==> config.mk <==
export PLATFORM = sky130hd
export DESIGN_NAME = st_ram_writer
export DESIGN_NICKNAME = d
export VERILOG_FILES = /design/src/rtl/st_ram_writer.sv
export SDC_FILE = /design/constraint.sdc
export NUM_CORES = 1
export LEC_CHECK = 0
export ABC_AREA = 1
export ABC_CLOCK_PERIOD_IN_PS = 4050
export CORE_ASPECT_RATIO = 1.5
export CORE_MARGIN = 2
export CORE_UTILIZATION = 34
export CTS_BUF_LIST = sky130_fd_sc_hd__clkbuf_8
export DETAILED_ROUTE_END_ITERATION = 6
export GPL_TIMING_DRIVEN = 0
export PLACE_DENSITY = 0.69
export REMOVE_ABC_BUFFERS = 1
export SLEW_MARGIN = 25
export SYNTH_ARGS = -nofsm -noshare
export SYNTH_HDL_FRONTEND = slang
export SYNTH_SLANG_ARGS = --single-unit
==> constraint.sdc <==
create_clock -name clk -period 4.05 [get_ports clk]
set_clock_uncertainty 0.1 [all_clocks]
set_input_delay 0.405 -clock clk [delete_from_list [all_inputs] [get_ports clk]]
set_output_delay 0.405 -clock clk [all_outputs]
set_load 0.02 [all_outputs]
==> src/rtl/st_ram_writer.sv <==
// Avalon-ST to single-port RAM writer: stores one packet starting at BASE, up to LIMIT words,
// with a 4-register CSR slave, DONE status and level IRQ.
`timescale 1ns/1ps
module st_ram_writer #(
  parameter int unsigned ADDR_W = 14,
  parameter int unsigned DEPTH  = 10000,
  parameter int unsigned CNT_W  = 16
) (
  input  logic              clk,
  input  logic              reset,
  input  logic [1:0]        csr_address,
  input  logic              csr_chipselect,
  input  logic              csr_write,
  input  logic              csr_read,
  input  logic [31:0]       csr_writedata,
  output logic [31:0]       csr_readdata,
  input  logic [31:0]       in_data,
  input  logic              in_valid,
  output logic              in_ready,
  input  logic              in_sop,
  input  logic              in_eop,
  input  logic [1:0]        in_empty,
  output logic [ADDR_W-1:0] ram_address,
  output logic              ram_chipselect,
  output logic              ram_write,
  output logic [31:0]       ram_writedata,
  output logic [3:0]        ram_byteenable,
  output logic              ram_clken,
  output logic              irq
);

  typedef enum logic [2:0] {IDLE, WAIT_SOP, RUN, DRAIN, DONE_S} state_t;
  state_t state;

  logic              irq_en, done, overrun, sop_err;
  logic [ADDR_W-1:0] base, ptr, ptr_next;
  logic [CNT_W-1:0]  limit, lim_q, count, count_inc;
  logic              csr_wr, go, abort, busy, accept, wr_beat;
  logic [3:0]        eop_be;
  logic              unused;

  assign csr_wr    = csr_chipselect & csr_write;
  assign abort     = csr_wr && (csr_address == 2'd0) && csr_writedata[1];
  assign go        = csr_wr && (csr_address == 2'd0) && csr_writedata[0] && !csr_writedata[1];
  assign busy      = (state != IDLE);
  assign in_ready  = (state inside {WAIT_SOP, RUN, DRAIN});
  assign accept    = in_valid & in_ready;
  // A beat accepted in the same cycle as ABORT is dropped.
  assign wr_beat   = accept && !abort && (((state == WAIT_SOP) && in_sop) || (state == RUN));
  assign eop_be    = 4'b1111 >> in_empty;
  assign ptr_next  = (ptr == ADDR_W'(DEPTH - 1)) ? '0 : ptr + 1'b1;
  assign count_inc = count + 1'b1;
  assign irq       = done & irq_en;
  assign ram_clken = 1'b1;
  assign unused    = ^csr_writedata;

  always_ff @(posedge clk or posedge reset) begin
    if (reset) begin
      state          <= IDLE;
      ram_chipselect <= 1'b0;
      ram_write      <= 1'b0;
      ram_address    <= '0;
      ram_writedata  <= '0;
      ram_byteenable <= '0;
      ptr            <= '0;
      base           <= '0;
      limit          <= '0;
      lim_q          <= '0;
      count          <= '0;
      irq_en         <= 1'b0;
      done           <= 1'b0;
      overrun        <= 1'b0;
      sop_err        <= 1'b0;
    end else begin
      ram_chipselect <= wr_beat;
      ram_write      <= wr_beat;
      if (wr_beat) begin
        ram_address    <= ptr;
        ram_writedata  <= in_data;
        ram_byteenable <= in_eop ? eop_be : 4'b1111;
        ptr            <= ptr_next;
      end

      if (csr_wr) begin
        case (csr_address)
          2'd0: irq_en <= csr_writedata[2];
          2'd1: base   <= csr_writedata[ADDR_W-1:0];
          2'd2: limit  <= csr_writedata[CNT_W-1:0];
          default: begin
            if (csr_writedata[1]) done    <= 1'b0;
            if (csr_writedata[2]) overrun <= 1'b0;
            if (csr_writedata[3]) sop_err <= 1'b0;
          end
        endcase
      end

      // Hardware updates follow the CSR writes so a DONE set beats a same-cycle W1C.
      if (abort && busy) begin
        state <= IDLE;
      end else begin
        case (state)
          IDLE: if (go) begin
            ptr     <= (32'(base) >= DEPTH) ? '0 : base;
            lim_q   <= limit;
            count   <= '0;
            done    <= 1'b0;
            overrun <= 1'b0;
            sop_err <= 1'b0;
            state   <= (limit == '0) ? DONE_S : WAIT_SOP;
          end
          WAIT_SOP: if (accept && in_sop) begin
            count <= CNT_W'(1);
            if (in_eop) begin
              state <= DONE_S;
            end else if (lim_q == CNT_W'(1)) begin
              state   <= DRAIN;
              overrun <= 1'b1;
            end else begin
              state <= RUN;
            end
          end
          RUN: if (accept) begin
            count <= count_inc;
            if (in_sop) sop_err <= 1'b1;
            if (in_eop) begin
              state <= DONE_S;
            end else if (count_inc == lim_q) begin
              state   <= DRAIN;
              overrun <= 1'b1;
            end
          end
          DRAIN: if (accept && in_eop) state <= DONE_S;
          DONE_S: begin
            done  <= 1'b1;
            state <= IDLE;
          end
          default: state <= IDLE;
        endcase
      end
    end
  end

  always_comb begin
    csr_readdata = '0;
    if (csr_chipselect && csr_read) begin
      case (csr_address)
        2'd0: csr_readdata[2] = irq_en;
        2'd1: csr_readdata[ADDR_W-1:0] = base;
        2'd2: csr_readdata[CNT_W-1:0] = limit;
        default: begin
          csr_readdata[0]           = busy;
          csr_readdata[1]           = done;
          csr_readdata[2]           = overrun;
          csr_readdata[3]           = sop_err;
          csr_readdata[16 +: CNT_W] = count;
        end
      endcase
    end
  end

endmodule

==> results <==
- The flow ran to the end, and the final reports show no timing, DRC or antenna violations.
- Sequential cells account for ~39% of the total power.
- The end of the worst register-to-register path is ptr[13].
- The chip height is 179 um.
- The number of buffers created by CTS is 17.
- The kind of critical path is primary input to flip-flop.
- The launch instance of the worst register-to-register path is state[2].
- The overall fraction of global-route tracks in use is 18.1%.
- Counting flops with an async set or reset pin after synthesis yields a share of 100%.
- For this run, the detailed router's first-pass iteration total came to 5.
- The floorplan has between 60 and 70 rows.
- Static timing analysis puts the maximum clock frequency at roughly 280 MHz.
- The mean instance size in the synthesized netlist is 7.81 um2.
- Across all hold checks on the routed design, the worst slack comes to 0.247 ns.
- The ratio of cells with drive above 1 in the final layout is 7.70%.
- The pin count of the biggest net entering global routing is 89.
- Across the run, the number of max-cap violations was 0.
- In this run the standard cell core region covers between 20,000 and 25,000 um2.
- The detailed-route via count is 6,353.
- Setup repair after global routing left no endpoint under its margin.
- After clock tree synthesis, the setup repair step added 0 buffers.
- The CTS tree is done.
- The share of synthesized area in the top cell type comes to 48.3%.
- The count of buffers inserted at the top-level ports is 145.
- The post-layout utilization of the core is 44.6%.
- The summed negative setup slack over all endpoints is 0 ns.
- The tree is rooted in a sky130_fd_sc_hd__clkbuf_8.
- The post-synthesis cell area is 6950 um2.
- The internal power of the cells totals 3.23 mW.
- The worst setup path is launched from a primary input.
- The worst path uses between 80% and 90% of the clock period.
- Clock-pin slew was measured on the worst setup and hold paths at ~0.080 ns.
- After synthesis, flip-flops and latches occupy 48.3% of the total area.
- In this run, the clock network consumes between 20% and 30% of the power.
- The count of cells resized by post-cts repair is 0.
- Power spread over the standard cell area amounts to 591 nW/um2.
- The number of antenna violations at the first check in global routing came to 0.
- The yosys synthesis warning count is 0.
- For this block, the routed nets add up to 19,500 um of wire.
- In this run the number of H-tree levels came out at 4.
- The sum of net half-perimeters after detailed placement is about 14,000 um.
- Among all flip-flop cells after synthesis, the most frequent one is sky130_fd_sc_hd__dfrtp_1.
- In this run, the combinational gates consume 39.6% of the power.
- The count of final hold-check violations is 0.
- The worst endpoint required time is 4.29 ns.
- The deepest clock path buffer count is 2.
- The final weighted congestion in routability-driven placement is just over 0.9.
- Setup violations remaining at the end of the flow were counted as 0.
- After detailed routing, the number of vias per cell comes to 4.88.
- The average wire length per cell after detail routing is 15.0 um.
- The static leakage is 4.30 nW.
- Net switching is between 30% and 40% of the power.
- The unique cell type count in the Yosys netlist is 46.
- The initial core utilization is 34.3%.
- The post-synthesis cell type with the largest combined area is sky130_fd_sc_hd__dfrtp_1.
- Measured against its own limit, the worst slew margin works out to 36.9%.
- The count of nets after finishing is 1,109.
- The floorplan step defined a die boundary enclosing 21,600 um2.
- The synthesized design contains 0 enable-type register cells.
- Measured in cells, the most critical reg-to-reg path has a length of 10.
- After the first detailed-routing iteration, the DRC count stood at 380.
- The repair_antennas step left the layout with diodes totalling 0.
- The area growth from synthesis to layout is 30.1%.
- The via count of the first global-routing pass came to 6,062.
- The synthesized instance count is a little under 900.
- The register bit count reported by yosys is approximately 130.
- The data arrival time of the critical path is 3.83 ns.
- The global-route congestion overflow total is 0.
- The I/O pin total is ~160.
- The die is 121 um wide.
- In this run the power spent charging and discharging nets is 2.11 mW.
- The time the final worst path needs with I/O delays and setup is about 3.6 ns.
- At the pin with the least slew margin, the transition time is between 0.9 and 1 ns.
- The first global-routing pass estimated 30,600 um of wire.
- The count of unresolved DRC violations after routing is 0.
- Clock tree synthesis found a total of 134 sinks.
- After synthesis, the cell types taking the most area are sky130_fd_sc_hd__dfrtp_1, sky130_fd_sc_hd__nand2_1, sky130_fd_sc_hd__inv_1.
- The later pin in the worst-skew pair is clocked with a latency of 0.45 ns.
- The flop-to-flop setup slack is 0.69 ns.
- The max-slew violation count is 0.
- The post-route antenna net violation count is 0.
- VDD sags by at most 0.244 mV.
- The worst setup path is captured at a flip-flop.
- In this run the worst path has a maximum fanout of 64.
- The hold-fix buffer count after cts is 0.
- The type of the worst min-delay path is primary input to asynchronous set/reset pin.
## sequential cells by signal (all words and copies together), names as in the netlist, 3 cells and up
name,cells
limit,16
ram_address,14
ram_writedata,32
count,16
ptr,14
ram_byteenable,4
lim_q,16
base,14
state,3
## critical path: stages
cell and delay [ns]:
sky130_fd_sc_hd__clkdlybuf4s50_1 0.56, sky130_fd_sc_hd__inv_1 0.08, sky130_fd_sc_hd__ha_1 0.24, sky130_fd_sc_hd__nand2_2 0.12, sky130_fd_sc_hd__nor2_2 0.08, sky130_fd_sc_hd__nor2_2 0.16
sky130_fd_sc_hd__nand2_4 0.39, sky130_fd_sc_hd__inv_2 0.80, sky130_fd_sc_hd__nand4_1 0.28, sky130_fd_sc_hd__nor2_1 0.27, sky130_fd_sc_hd__nand3_1 0.13, sky130_fd_sc_hd__o21ai_0 0.17
sky130_fd_sc_hd__o21ai_1 0.07
## synthesized netlist by cell type, drive strengths merged (2+ instances only)
| cell type | instances |
|---|---|
| nand2 | 303 |
| nand4 | 17 |
| nor2 | 46 |
| nor4 | 9 |
| o21ai | 76 |
| a41oi | 2 |
| dfrtp | 134 |
| clkbuf | 23 |
| o22ai | 33 |
| inv | 122 |
| o31ai | 2 |
| clkinv | 2 |
| nor3 | 25 |
| xor2 | 9 |
| a21oi | 18 |
| buf | 6 |
| nand3 | 38 |
| nand3b | 5 |
| ha | 7 |
## area by class of cell
| type | instances | area [um2] |
|---|---|---|
| fill | 2019 | 11200 |
| sequential | 134 | 3350 |
| multi-input combinational | 603 | 3000 |
| timing repair buffer | 146 | 1480 |
| inverter | 124 | 473 |
| tap | 264 | 330 |
| clock buffer | 18 | 248 |
| clock inverter | 14 | 159 |
## power by group through the flow
| stage | registers [mW] | clock network (mW) | logic (mW) |
|---|---|---|---|
| after floorplan | 2.29 | 0 | 0.994 |
| after global placement | 2.06 | 0 | 2.09 |
| after detailed placement | 2.07 | 0 | 2.13 |
| after CTS | 2.05 | 1.19 | 2.14 |
| after global routing | 2.11 | 1.25 | 2.33 |
| final | 2.06 | 1.17 | 2.12 |
## worst max path at each step
stage	from	endpoint	slack [ns]	cells past startpoint
after global routing	csr_address[0]	ptr[13]	0.20	13
after CTS	csr_address[0]	ptr[13]	0.45	13
final	csr_address[0]	ptr[13]	0.46	13
after floorplan	reset	base[0]	-0.04	1
after detailed placement	csr_address[0]	ptr[13]	-0.02	13
after global placement	reset	done	-2.11	2
## per-layer routing
layer	up-vias	share of wire (%)	track usage (%)
li1	3143	-	-
met1	3001	40	21.3
met2	166	53	31.7
met3	43	3.7	3.09
met4	0	3.4	9.01
met5	-	0	0
## layout by cell type (no fill, tap or decap), types with 2 or more instances in the layout
cell                              count
sky130_fd_sc_hd__nand2_4              2
sky130_fd_sc_hd__clkinv_1             2
sky130_fd_sc_hd__inv_2                7
sky130_fd_sc_hd__a41oi_1              2
sky130_fd_sc_hd__nand3_2              2
sky130_fd_sc_hd__clkinv_2             5
sky130_fd_sc_hd__o22ai_2              7
sky130_fd_sc_hd__clkdlybuf4s50_1    145
sky130_fd_sc_hd__o31ai_1              2
sky130_fd_sc_hd__nor2_2               8
sky130_fd_sc_hd__nor2_4               3
sky130_fd_sc_hd__inv_1              115
sky130_fd_sc_hd__nand3_1             36
sky130_fd_sc_hd__o21ai_0             70
sky130_fd_sc_hd__xor2_1               9
sky130_fd_sc_hd__a21oi_1             18
sky130_fd_sc_hd__nor4_1               9
sky130_fd_sc_hd__nand3b_1             5
sky130_fd_sc_hd__nand4_1             17
sky130_fd_sc_hd__o21ai_1              5
sky130_fd_sc_hd__nand2_2             12
sky130_fd_sc_hd__clkinvlp_4           3
sky130_fd_sc_hd__nor3_1              23
sky130_fd_sc_hd__nor2_1              34
sky130_fd_sc_hd__ha_1                 7
sky130_fd_sc_hd__bufinv_16            3
sky130_fd_sc_hd__dfrtp_1            134
sky130_fd_sc_hd__nand2_1            289
sky130_fd_sc_hd__clkbuf_8            18
sky130_fd_sc_hd__o22ai_1             26
## metrics by stage
step	std cells	setup WS [ns]	cell area, um2	power, mW
global route	1303	0.200	9040	5.69
global placement	1270	-2.11	8600	4.15
CTS	1303	0.453	9040	5.38
finish	1303	0.463	9040	5.34
floorplan	861	-0.0378	6820	3.28
detailed placement	1271	-0.0230	8630	4.20
## cell families (layout without fill, tap and decap cells)
kind of cell / Yosys count / after routing / synth area share (%)
AO/OA/AOI/OAI: 139 / 139 / 11.9
AND/OR/NAND/NOR: 445 / 445 / 28.3
buffers and inverters: 153 / 302 / 8.62
other: 1 / 1 / 0.0540
flip-flops: 134 / 134 / 48.3
adder cells (fa/ha/maj): 7 / 7 / 1.26
XOR/XNOR: 11 / 11 / 1.58
Note: power is estimated with default switching activity, not from simulation.
==> edit (config.mk and constraints unchanged) <==
Reset style: synchronous (`reset`), changed in one clocked block.
--- a/src/rtl/st_ram_writer.sv
+++ b/src/rtl/st_ram_writer.sv
@@ -54,7 +54,7 @@
   assign ram_clken = 1'b1;
   assign unused    = ^csr_writedata;
 
-  always_ff @(posedge clk or posedge reset) begin
+  always_ff @(posedge clk) begin
     if (reset) begin
       state          <= IDLE;
       ram_chipselect <= 1'b0;
Behaviour: differs if reset is asserted again (counterexample within 4 cycles, from zero or initial values and one cycle with reset high); with reset held inactive, the same outputs for 4 cycles.
==> edit against the unedited design <==
Design area decreased by 4.1%. Sequential cell count unchanged. Synthesized area decreased by 4.8%. Via count increased by 5.5%. Setup slack improved by 0.76 ps. Routed wire length increased by 1.0%. Highest routed layer unchanged.
Power is not compared: it rests on default switching activity, and its combinational part moved more than twofold at a synthesized area within 25%.
==> edit: results (changes against the unedited design) <==
sequential area share after synthesis=40.6% (-7.7 points); pre-CTS worst setup slack=-497 ps (-474 ps); CP max FO=69 (+7.8%); crit path from=csr_chipselect; slowest CP cell=clkinv_4; DP Area=8240 um2 (-4.6%); largest net degree at the start of global routing=70 (-21%); Clock Latency Late Sink=450 ps (about the same); top post-synthesis cells by count=nand2_1 (145), dfxtp_1 (134), nor2_1 (120); Fin Hold WS=241 ps (-6.16 ps); top post-synthesis cells by area=dfxtp_1 (41%), nand2_1 (8.2%), o21ai_0 (7.7%); CTS-repair resized insts=1 (+1); ys async rst share=0% (-100 points); clk buf depth=2 (unchanged); met1 Track Usage GR=21.7% (+0.40 points); Crit path largest cell delay=610 ps (-190 ps); post-synth cell types=49 (+6.5%); GR met3 Demand/Resource=3.79% (+0.70 points); Total Nets Final=1,153 (+4.0%); routability cong.=0.910 (-0.81%); via count=6,700 (+5.5%); first-pass GRT wire length=31,900 um (+4.5%); placed wire-length estimate=14,300 um (-0.53%); Pre-Repair DR Iteration Count=5 (unchanged); status=finished clean; All-Layer GR Usage=19.0% (+0.95 points); vias in the first global route=6,367 (+5.0%); Initial DRC Count=531 (+40%); flop2flop setup slack=840 ps (+150 ps); min-delay worst type=in2reg; Post-Synth Adder-Cell Area=1.32% (+0.064 points); Compound-Gate Fraction of Synth Area=19.2% (+7.3 points)
## edit: cell types whose count changed in the layout (fill, tap and decap cells not counted), moves of 7 or more
cell | unedited run | this run
nand2_1 | 289 | 145
dfrtp_1 | 134 | 0
dfxtp_1 | 0 | 134
nor2_1 | 34 | 120
a21oi_1 | 18 | 87
o21ai_0 | 70 | 102
nand3_1 | 36 | 63
inv_1 | 115 | 99
o22ai_1 | 26 | 11
a31oi_1 | 1 | 10
o22ai_2 | 7 | 0
## edit: stage by stage
step / power (W) / std cells
floorplan: 0.00211 / 904
global placement: 0.00247 / 1305
detailed placement: 0.00248 / 1307
CTS: 0.00367 / 1338
global route: 0.00384 / 1338
finish: 0.00365 / 1338
## edit: area by class of cell
type                    count  area, um2  share of cell area [%]
clock buffers              20        275                    3.18
clock inverters            11        149                    1.72
inverters                 110        420                    4.85
multi-input cells         660       3330                    38.4
flip-flops and latches    134       2680                    31.0
well taps                 256        320                    3.70
repair buffers            147       1490                    17.2
## edit: worst max path at each step
stage / end / cells past startpoint / slack [ps]
floorplan: ptr[13] / 12 / 1200
global placement: ptr[2] / 3 / -950
detailed placement: ptr[13] / 13 / -500
CTS: ptr[13] / 13 / 400
global route: ptr[13] / 13 / 120
finish: ptr[13] / 13 / 460
## edit: cell families after synthesis
logic type,Yosys count
buf+inv,154
fa+ha+maj,7
xor+xnor,10
flops,134
simple gates,407
compound gates,235
other cells,1
## edit: layer usage
layer  vias up  wire, um
met4         0       729
met5         -         0
met1      3038      8200
li1       3401         -
met3        46       973
met2       215      9780
## edit: power breakdown
group          internal, W  total [W]  switching, W
logic             0.000359   0.000936      0.000577
clock network     0.000656    0.00119      0.000538
registers          0.00143    0.00152     0.0000864
